`src/rtl/key_conditioner.sv`:
```
// Free-play input front end: 2-FF sync, debounce and press pulses for buttons and switch buses.
// Optional feature: define HOLD_REPEAT_EN to auto-repeat en_hit while the hit button is held.

module key_conditioner_chan #(
  parameter int W          = 1,
  parameter int DEB_CYCLES = 2
) (
  input  logic         clk,
  input  logic         rst_n,
  input  logic [W-1:0] raw_i,
  input  logic [W-1:0] st_i,
  output logic [W-1:0] st_d_o
);
  localparam int CW = $clog2(DEB_CYCLES);

  logic [W-1:0]  s1_q, s2_q;
  logic [CW-1:0] cnt_q, cnt_d;

  // NOTE: every always_comb output gets a default first, so no path can infer a latch.
  always_comb begin
    st_d_o = st_i;
    cnt_d  = cnt_q;
    if (s2_q == st_i) begin
      cnt_d = '0;
    end else if (cnt_q == CW'(DEB_CYCLES - 1)) begin
      st_d_o = s2_q;
      cnt_d  = '0;
    end else begin
      cnt_d = cnt_q + 1'b1;
    end
  end

  // NOTE: sequential state uses non-blocking assignments so all flops see pre-edge values.
  always_ff @(posedge clk or negedge rst_n) begin
    if (!rst_n) begin
      s1_q  <= '0;
      s2_q  <= '0;
      cnt_q <= '0;
    end else begin
      s1_q  <= raw_i;
      s2_q  <= s1_q;
      cnt_q <= cnt_d;
    end
  end
endmodule

module key_conditioner #(
  parameter int DEB_CYCLES    = 2000000,
  parameter int NOTE_W        = 7,
  parameter int LENGTH_W      = 3,
  parameter int REPEAT_CYCLES = 30000000
) (
  input  logic                clk,
  input  logic                rst_n,
  input  logic                en,
  input  logic                raw_hit,
  input  logic                raw_up,
  input  logic                raw_down,
  input  logic [NOTE_W-1:0]   raw_note,
  input  logic [LENGTH_W-1:0] raw_length,
  output logic                en_hit,
  output logic                oct_up,
  output logic                oct_down,
  output logic [NOTE_W-1:0]   note_key,
  output logic [LENGTH_W-1:0] length_key
);
  logic                hit_st_q, up_st_q, down_st_q;
  logic                hit_st_d, up_st_d, down_st_d;
  logic [NOTE_W-1:0]   note_st_q, note_st_d;
  logic [LENGTH_W-1:0] length_st_q, length_st_d;
  logic                en_hit_q, oct_up_q, oct_down_q;
  logic                hit_rise, up_rise, down_rise, rep_fire;

  key_conditioner_chan #(.W(1), .DEB_CYCLES(DEB_CYCLES)) u_hit (
    .clk(clk), .rst_n(rst_n), .raw_i(raw_hit), .st_i(hit_st_q), .st_d_o(hit_st_d));
  key_conditioner_chan #(.W(1), .DEB_CYCLES(DEB_CYCLES)) u_up (
    .clk(clk), .rst_n(rst_n), .raw_i(raw_up), .st_i(up_st_q), .st_d_o(up_st_d));
  key_conditioner_chan #(.W(1), .DEB_CYCLES(DEB_CYCLES)) u_down (
    .clk(clk), .rst_n(rst_n), .raw_i(raw_down), .st_i(down_st_q), .st_d_o(down_st_d));
  key_conditioner_chan #(.W(NOTE_W), .DEB_CYCLES(DEB_CYCLES)) u_note (
    .clk(clk), .rst_n(rst_n), .raw_i(raw_note), .st_i(note_st_q), .st_d_o(note_st_d));
  key_conditioner_chan #(.W(LENGTH_W), .DEB_CYCLES(DEB_CYCLES)) u_length (
    .clk(clk), .rst_n(rst_n), .raw_i(raw_length), .st_i(length_st_q), .st_d_o(length_st_d));

  // Rises are taken from the next-state value so the pulse lands on the flip edge itself.
  assign hit_rise  = ~hit_st_q & hit_st_d;
  assign up_rise   = ~up_st_q & up_st_d;
  assign down_rise = ~down_st_q & down_st_d;

`ifdef HOLD_REPEAT_EN
  localparam int RW = $clog2(REPEAT_CYCLES);
  logic [RW-1:0] rep_q, rep_d;

  always_comb begin
    rep_fire = 1'b0;
    rep_d    = '0;
    if (hit_st_q && en) begin
      if (rep_q == RW'(REPEAT_CYCLES - 1)) rep_fire = 1'b1;
      else                                 rep_d    = rep_q + 1'b1;
    end
  end

  always_ff @(posedge clk or negedge rst_n) begin
    if (!rst_n) rep_q <= '0;
    else        rep_q <= rep_d;
  end
`else
  // Repeat disabled: constant-false, still referencing the period parameter.
  assign rep_fire = (REPEAT_CYCLES < 0);
`endif

  always_ff @(posedge clk or negedge rst_n) begin
    if (!rst_n) begin
      hit_st_q    <= 1'b0;
      up_st_q     <= 1'b0;
      down_st_q   <= 1'b0;
      note_st_q   <= '0;
      length_st_q <= '0;
      en_hit_q    <= 1'b0;
      oct_up_q    <= 1'b0;
      oct_down_q  <= 1'b0;
    end else begin
      hit_st_q    <= hit_st_d;
      up_st_q     <= up_st_d;
      down_st_q   <= down_st_d;
      note_st_q   <= note_st_d;
      length_st_q <= length_st_d;
      en_hit_q    <= en & (hit_rise | rep_fire);
      oct_up_q    <= en & up_rise & ~down_rise;
      oct_down_q  <= en & down_rise & ~up_rise;
    end
  end

  assign en_hit     = en_hit_q;
  assign oct_up     = oct_up_q;
  assign oct_down   = oct_down_q;
  assign note_key   = note_st_q;
  assign length_key = length_st_q;
endmodule
```
`config.mk`:
```
export PLATFORM = sky130hd
export DESIGN_NAME = key_conditioner
export DESIGN_NICKNAME = d
export VERILOG_FILES = /design/src/rtl/key_conditioner.sv
export SDC_FILE = /design/constraint.sdc
export NUM_CORES = 1
export LEC_CHECK = 0
export CAP_MARGIN = 20
export CORE_MARGIN = 2
export CORE_UTILIZATION = 29
export CTS_CLUSTER_SIZE = 14
export DETAILED_ROUTE_END_ITERATION = 10
export GPL_TIMING_DRIVEN = 0
export SLEW_MARGIN = 10
export SYNTH_ARGS = -nofsm -noshare
export SYNTH_HDL_FRONTEND = slang
export SYNTH_SLANG_ARGS = --single-unit
```
`constraint.sdc`:
```
create_clock -name clk -period 2.2 [get_ports clk]
set_clock_uncertainty 0.05 [all_clocks]
set_input_delay 0.22 -clock clk [delete_from_list [all_inputs] [get_ports clk]]
set_output_delay 0.22 -clock clk [all_outputs]
set_load 0.01 [all_outputs]
```
## Word-level counts from Yosys, hierarchy flattened

Index checks and enable logic that the tools add are counted.

- Add/sub/neg operators: 5
- Multipliers: 0
- Divide/modulo/power cells: 0
- Magnitude comparators: 0
- Equal/unequal tests: 10
- Shift-type cells: 0
- Mux-type cells: 16
- Bitwise logic cells: 15
- Reductions and logical operators: 2

Operators with widths:

| cell | number |
|---|---|
| $mux W21 | 10 |
| $add A21 B1 Y21 const B | 5 |
| $eq A21 B21 Y1 const B | 5 |
| $and A1 B1 Y1 | 8 |
| $eq A7 B7 Y1 | 1 |
| $not A1 Y1 | 7 |
| $mux W1 | 6 |
| $reduce_and A2 Y1 | 2 |
| $eq A1 B1 Y1 | 3 |
| $eq A3 B3 Y1 | 1 |

- Bits in registers: 147
- Latch bits: 0
- RAM bits: 0
- ROM bits: 0
- Input bits: 16
- Output and inout port bits: 13
- Word-level logic and storage cells: 71
- Memories: 0

## Depth between registers and ports, before layout

Gate-level depths: netlist of the first run.

- Word-level depth: 6
- Depth in mapped cells: 7
- Depth with buffers taken out: 6

## Modules after synthesis

From an unflattened synthesis of the first run, not the netlist that was laid out.

- Cell total of the unflattened synthesis: 633
- Area total of the unflattened synthesis: 6931.6 µm²

By module, submodules not included:

| module | instances | cells each | area an instance (µm²) | seq. area each (µm²) |
|---|---|---|---|---|
| key_conditioner_chan at u_down ... | 3 | 119 | 1204.9 | 575.6 |
| key_conditioner_chan at u_note | 1 | 137 | 1580.3 | 875.8 |
| key_conditioner_chan at u_length | 1 | 118 | 1281.2 | 675.6 |
| key_conditioner | 1 | 21 | 455.4 | 400.4 |

## Least setup slack after synthesis of the first run

OpenSTA, ideal clock, no wires.

- Path type: reg2reg
- Start point: register u_length.cnt_q[0]
- End point: register u_length.cnt_q[16]
- Setup time: 119 ps
- Data arrival time: 1689 ps
- Required time: 2031 ps
- Setup slack: 342 ps
- Cell stages (with the launch flop): 8
- Buffers on the path: 2
- Period minus slack after synthesis: 1858 ps
- Cell sequence: dfrtp_1 -> ha_1 -> nand4_1 -> nor4_2 -> or2_2 -> buf_2 -> buf_4 -> nor2_1

- Longest elaborated chain between the ends: 3
- Elaborated cells on any way between the ends: 4
- Those cells by class: 1 x add/sub; 1 x eq/ne; 2 x mux

RTL lines:

| item | line | source |
|---|---|---|
| from (decl) | 17 | `logic [CW-1:0] cnt_q, cnt_d;` |
| from (signal assigned) | 42 | `cnt_q <= cnt_d;` |
| $add A21 B1 Y21 or $eq A21 B21 Y1 (tied branches) | 29, 25 |  |
| $mux W21 (*) | 25 | `end else if (cnt_q == CW'(DEB_CYCLES - 1)) begin` |
| $mux W21 (*) | 23 | `if (s2_q == st_i) begin` |
| named net u_length.cnt_d[16] | 17 |  |

The timed path passes the listed nets; every way through them passes the cells marked *.
A chain may end at the register's enable or synchronous reset.

## Worst setup path in the final report of the first run

- Start point: register u_note.cnt_q[0]
- End point: register note_st_q[0], in the netlist note_key[0]

- Longest elaborated chain between the ends: 2

RTL lines:

| item | line | source |
|---|---|---|
| from (decl) | 17 |  |
| from (signal assigned) | 42 |  |
| $eq A21 B21 Y1 | 25 |  |
| $reduce_and A2 Y1 (no line) | n/a |  |
| to (signal assigned) | 126 | `note_st_q <= note_st_d;` |
| to (decl) | 69 | `logic [NOTE_W-1:0] note_st_q, note_st_d;` |

Every way passes these cells.

==> flow_summary_export.csv, run 1 <==
group,metric,value,unit
critical_path,r2r-start,"u_note.cnt_q[0]",
cts,cts_tree,"built",
flow_run,drv_cap,0,
drt,vias,4255,
grt,antenna_found_initial,1,
critical_path,path_buf_inv,0,
critical_path,cp_cell_sequence,"ha_1 > nand3_2 > nor4_4 > nand2b_2 > mux2_1",
logic_synthesis,avgSynthCellArea,10.7,sq um
sta,hold_violations,0,
critical_path,reg2regPathDepth,5,
grt,grt_pass1_wl,20100,microns
cts,cts_sinks,147,
floorplan,die_w,153,microns
logic_synthesis,ys_seq_area_share,57.2,%
logic_synthesis,syn-cell-area,6440,sq um
critical_path,setup.worst_path.end,"note_key[0]",
cts,path_clk_slew,0.06,ns
sta,min_period,2.05,ns
logic_synthesis,synth-simple-area-share,23.2,%
placed_design,place_area,7100,sq um
power_and_ir_drop,total_power,6.47,mW
critical_path,cpLargestDelayFamily,"simple AND/OR/NAND/NOR gates",
cells_and_area,area_growth,21.3,%
floorplan,die_area,23400,sq um
critical_path,cpPeakStageDelay,0.57,ns
cells_and_area,drive_gt1_share,10.9,%
critical_path,crit_fanout,7,
critical_path,rr_endpoint,"note_key[0]",
logic_synthesis,synthCells,599,
placed_design,gp_congestion,0.770,
placed_design,portBuffers,28,
critical_path,required,2.45,ns
floorplan,die-height,153,microns
cts,cts_buffers,17,
cells_and_area,nets,671,
floorplan,ios,29,
logic_synthesis,synth_nets,620,
cts,clock-root-buffer,"clkbuf_16",
sta,max_slew_margin,45.8,%
worst_hold_path,holdCritPathClass,"in2reg",
cts,cts.path.max_buffers,2,
power_and_ir_drop,p_per_area,829,nW/um^2
grt,grt_max_degree,96,
floorplan,core,21800,sq um
placed_design,hpwl,7580,microns
floorplan,initial_core_util,29.5,%
logic_synthesis,synth-seq-cells,147,
drt,ant_nets,0,
cells_and_area,design_area,7810,sq um
sta,period_share,93.3,%
critical_path,startpoint_type,"register",
cts,clk_latency,0.42,ns
critical_path,critPathLaunch,"u_note.cnt_q[0]",
critical_path,crit_arrival,2.30,ns
drt,routed_wl,11400,microns
grt,overflow,0,
run_status,status,"complete, no violations",
logic_synthesis,synth-compound-area-share,0.311,%
cts,htreeDepth,4,
critical_path,r2r_setup_slack,0.15,ns
logic_synthesis,yosys.area_share.xor_xnor,14.6,%
critical_path,end_kind,"register",
critical_path,worstSetupPathType,"reg2reg",
critical_path,crit_slowest_cell,"nor4_4",
drt,drc,0,
drt,first_iter_violations,191,
cells_and_area,diodes,0,
critical_path,crit_cells,5,
drt,vias_per_cell,4.51,
logic_synthesis,synth_fa_ha_area_share,0.972,%
cells_and_area,utilization,35.8,%
cells_and_area,final.fill_count,2181,
drt,drtPass1Iterations,4,
grt,grt_usage,10.5,%
floorplan,rows,54,
logic_synthesis,ys_warn_count,0,
drt,wl_per_cell,12.1,microns
grt,grt_pass1_vias,4316,
sta,worst_slew_pin_slew,0.805,ns
logic_synthesis,muxShareOfSynthArea,2.27,%
logic_synthesis,ys_types,36,
logic_synthesis,synth_top_family_by_area,"simple AND/OR/NAND/NOR gates",
power_and_ir_drop,leakage,3.39,nW
sta,fmaxAchievable,487,MHz
sta,report.final.slew_viol_count,0,
power_and_ir_drop,peakVddDrop,0.630,mV
sta,rsz0062_at_grt,"true",
sta,setup_violations,0,
-- synth_stat cells (all sizes together) --
| library cell | number | area share, % |
|---|---|---|
| dfrtp | 147 | 57 |
| nor2 | 131 | 7.6 |
| xor2 | 63 | 8.6 |
| xnor2 | 44 | 6.0 |
| nand3 | 40 | 3.2 |
| nand2 | 39 | 2.3 |
| nand4 | 29 | 2.8 |
| mux2 | 13 | 2.3 |
| inv | 11 | 0.64 |
| nor3 | 11 | 0.86 |
| nor4 | 11 | 1.4 |
| and3 | 10 | 0.97 |
| buf | 10 | 0.89 |
| nor4b | 8 | 1.1 |
| and4 | 7 | 0.99 |
| ha | 5 | 0.97 |
| or2 | 5 | 0.49 |
| nand2b | 3 | 0.33 |
| or4 | 2 | 0.23 |
| a21oi | 1 | 0.078 |
| and3b | 1 | 0.14 |
| and4b | 1 | 0.16 |
| nand3b | 1 | 0.12 |
| nand4b | 1 | 0.14 |
| nor3b | 1 | 0.12 |
| o211a | 1 | 0.16 |
| o21ai | 1 | 0.078 |
| or3 | 1 | 0.097 |
| or4b | 1 | 0.16 |
-- timing repair --
item | in CTS | in global routing
pin swaps | 0 | 3
endpoints found under the hold margin | 52 | 0
resized for setup | 1 | 5
endpoints found under the setup margin | 10 | 71
hold buffers | 1 | 0
buffers inserted | 0 | 2
-- cell families (layout without fill, tap and decap cells) --
family,after synthesis,after routing
simple gates,303,303
flops,147,147
xor+xnor,107,107
buf+inv,21,85
mux,13,13
fa+ha+maj,5,5
compound gates,3,3
-- through the flow --
| step | hold WS, ns | setup WS [ns] | TNS, ns | std cells |
|---|---|---|---|---|
| 2_1_floorplan | -0.126 | 0.342 | 0 | 599 |
| 3_3_place_gp | 0.283 | -5.32 | -780.97 | 907 |
| 3_5_place_dp | 0.120 | -0.0701 | -0.606 | 908 |
| 6_report | 0.183 | 0.147 | 0 | 943 |
| 4_1_cts | 0.161 | 0.0218 | 0 | 941 |
| 5_1_grt | 0.169 | -0.0231 | -0.0231 | 943 |
-- routing by layer --
layer / vias up / track usage [%] / part of all wire [%]
met3: 11 / 3.63 / 3.9
met5: - / 0 / 0.14
met1: 2076 / 13.7 / 50
met2: 49 / 16.4 / 45
li1: 2117 / - / -
met4: 2 / 3.44 / 1.1
-- worst min path at each step --
stage | start | endpoint | slack [ns] | cells after the start
finish | raw_hit | u_hit.s1_q | 0.18 | 1
global route | raw_length[0] | u_length.s1_q[0] | 0.17 | 1
CTS | raw_note[4] | u_note.s1_q[4] | 0.16 | 1
detailed placement | rst_n | note_key[4] | 0.12 | 1
global placement | u_hit.s1_q | u_hit.s2_q | 0.28 | 0
floorplan | rst_n | down_st_q | -0.13 | 0
-- power by group --
part           total, mW  switching (mW)  internal (mW)
logic              0.340           0.185          0.154
registers           2.98           0.145           2.84
clock network       3.15            1.21           1.94
total               6.47            1.54           4.93
-- layout by cell type, fill, tap and decap left out, types with 7 or more instances in the layout --
| cell | n |
|---|---|
| xnor2_1 | 44 |
| dfrtp_1 | 147 |
| clkbuf_16 | 17 |
| nor2_1 | 131 |
| clkdlybuf4s50_1 | 27 |
| nor3_1 | 10 |
| nand4_1 | 29 |
| mux2_2 | 11 |
| buf_2 | 7 |
| and3_1 | 10 |
| nor4_1 | 7 |
| nand2_1 | 39 |
| xor2_1 | 63 |
| nand3_1 | 39 |
| inv_1 | 11 |
-- state kept, by name, indices dropped and copies added (netlist names), 3 cells and up --
| name | count |
|---|---|
| u_note.s2_q | 7 |
| u_hit.cnt_q | 21 |
| u_length.cnt_q | 21 |
| u_length.s1_q | 3 |
| note_key | 7 |
| u_up.cnt_q | 21 |
| u_length.s2_q | 3 |
| length_key | 3 |
| u_note.s1_q | 7 |
| u_note.cnt_q | 21 |
| u_down.cnt_q | 21 |
-- cell type report --
type	instances	area [sq um]	area share, %
Buffer	10	57.6	0.737
Clock buffer	17	425	5.45
Clock inverter	15	219	2.80
Inverter	11	41.3	0.529
Multi-Input combinational cell	431	2700	34.6
Sequential cell	147	3680	47.1
Tap cell	280	350	4.49
Timing Repair Buffer	32	338	4.33
(Power assumes the default switching activity.)
==> run 2, diff against run 1 <==
- HOLD_SLACK_MARGIN: default -> 0.03
==> results of run 2 <==
The final DEF is identical to that of run 1; final timing and power are the same.
==> run 3, diff against run 2 <==
==> constraint.sdc (replaced) <==
create_clock -name clk -period 2.2 [get_ports clk]
set_clock_uncertainty 0.05 [all_clocks]
set_input_delay 0.44 -clock clk [delete_from_list [all_inputs] [get_ports clk]]
set_output_delay 0.44 -clock clk [all_outputs]
set_load 0.01 [all_outputs]
==> results of run 3 <==
Same layout as run 1 (identical final DEF). Status: complete, no violations.
Among the figures that moved: hold slack 0.183 ns -> 0.298 ns; end point of the worst hold path u_hit.s1_q -> u_up.s2_q
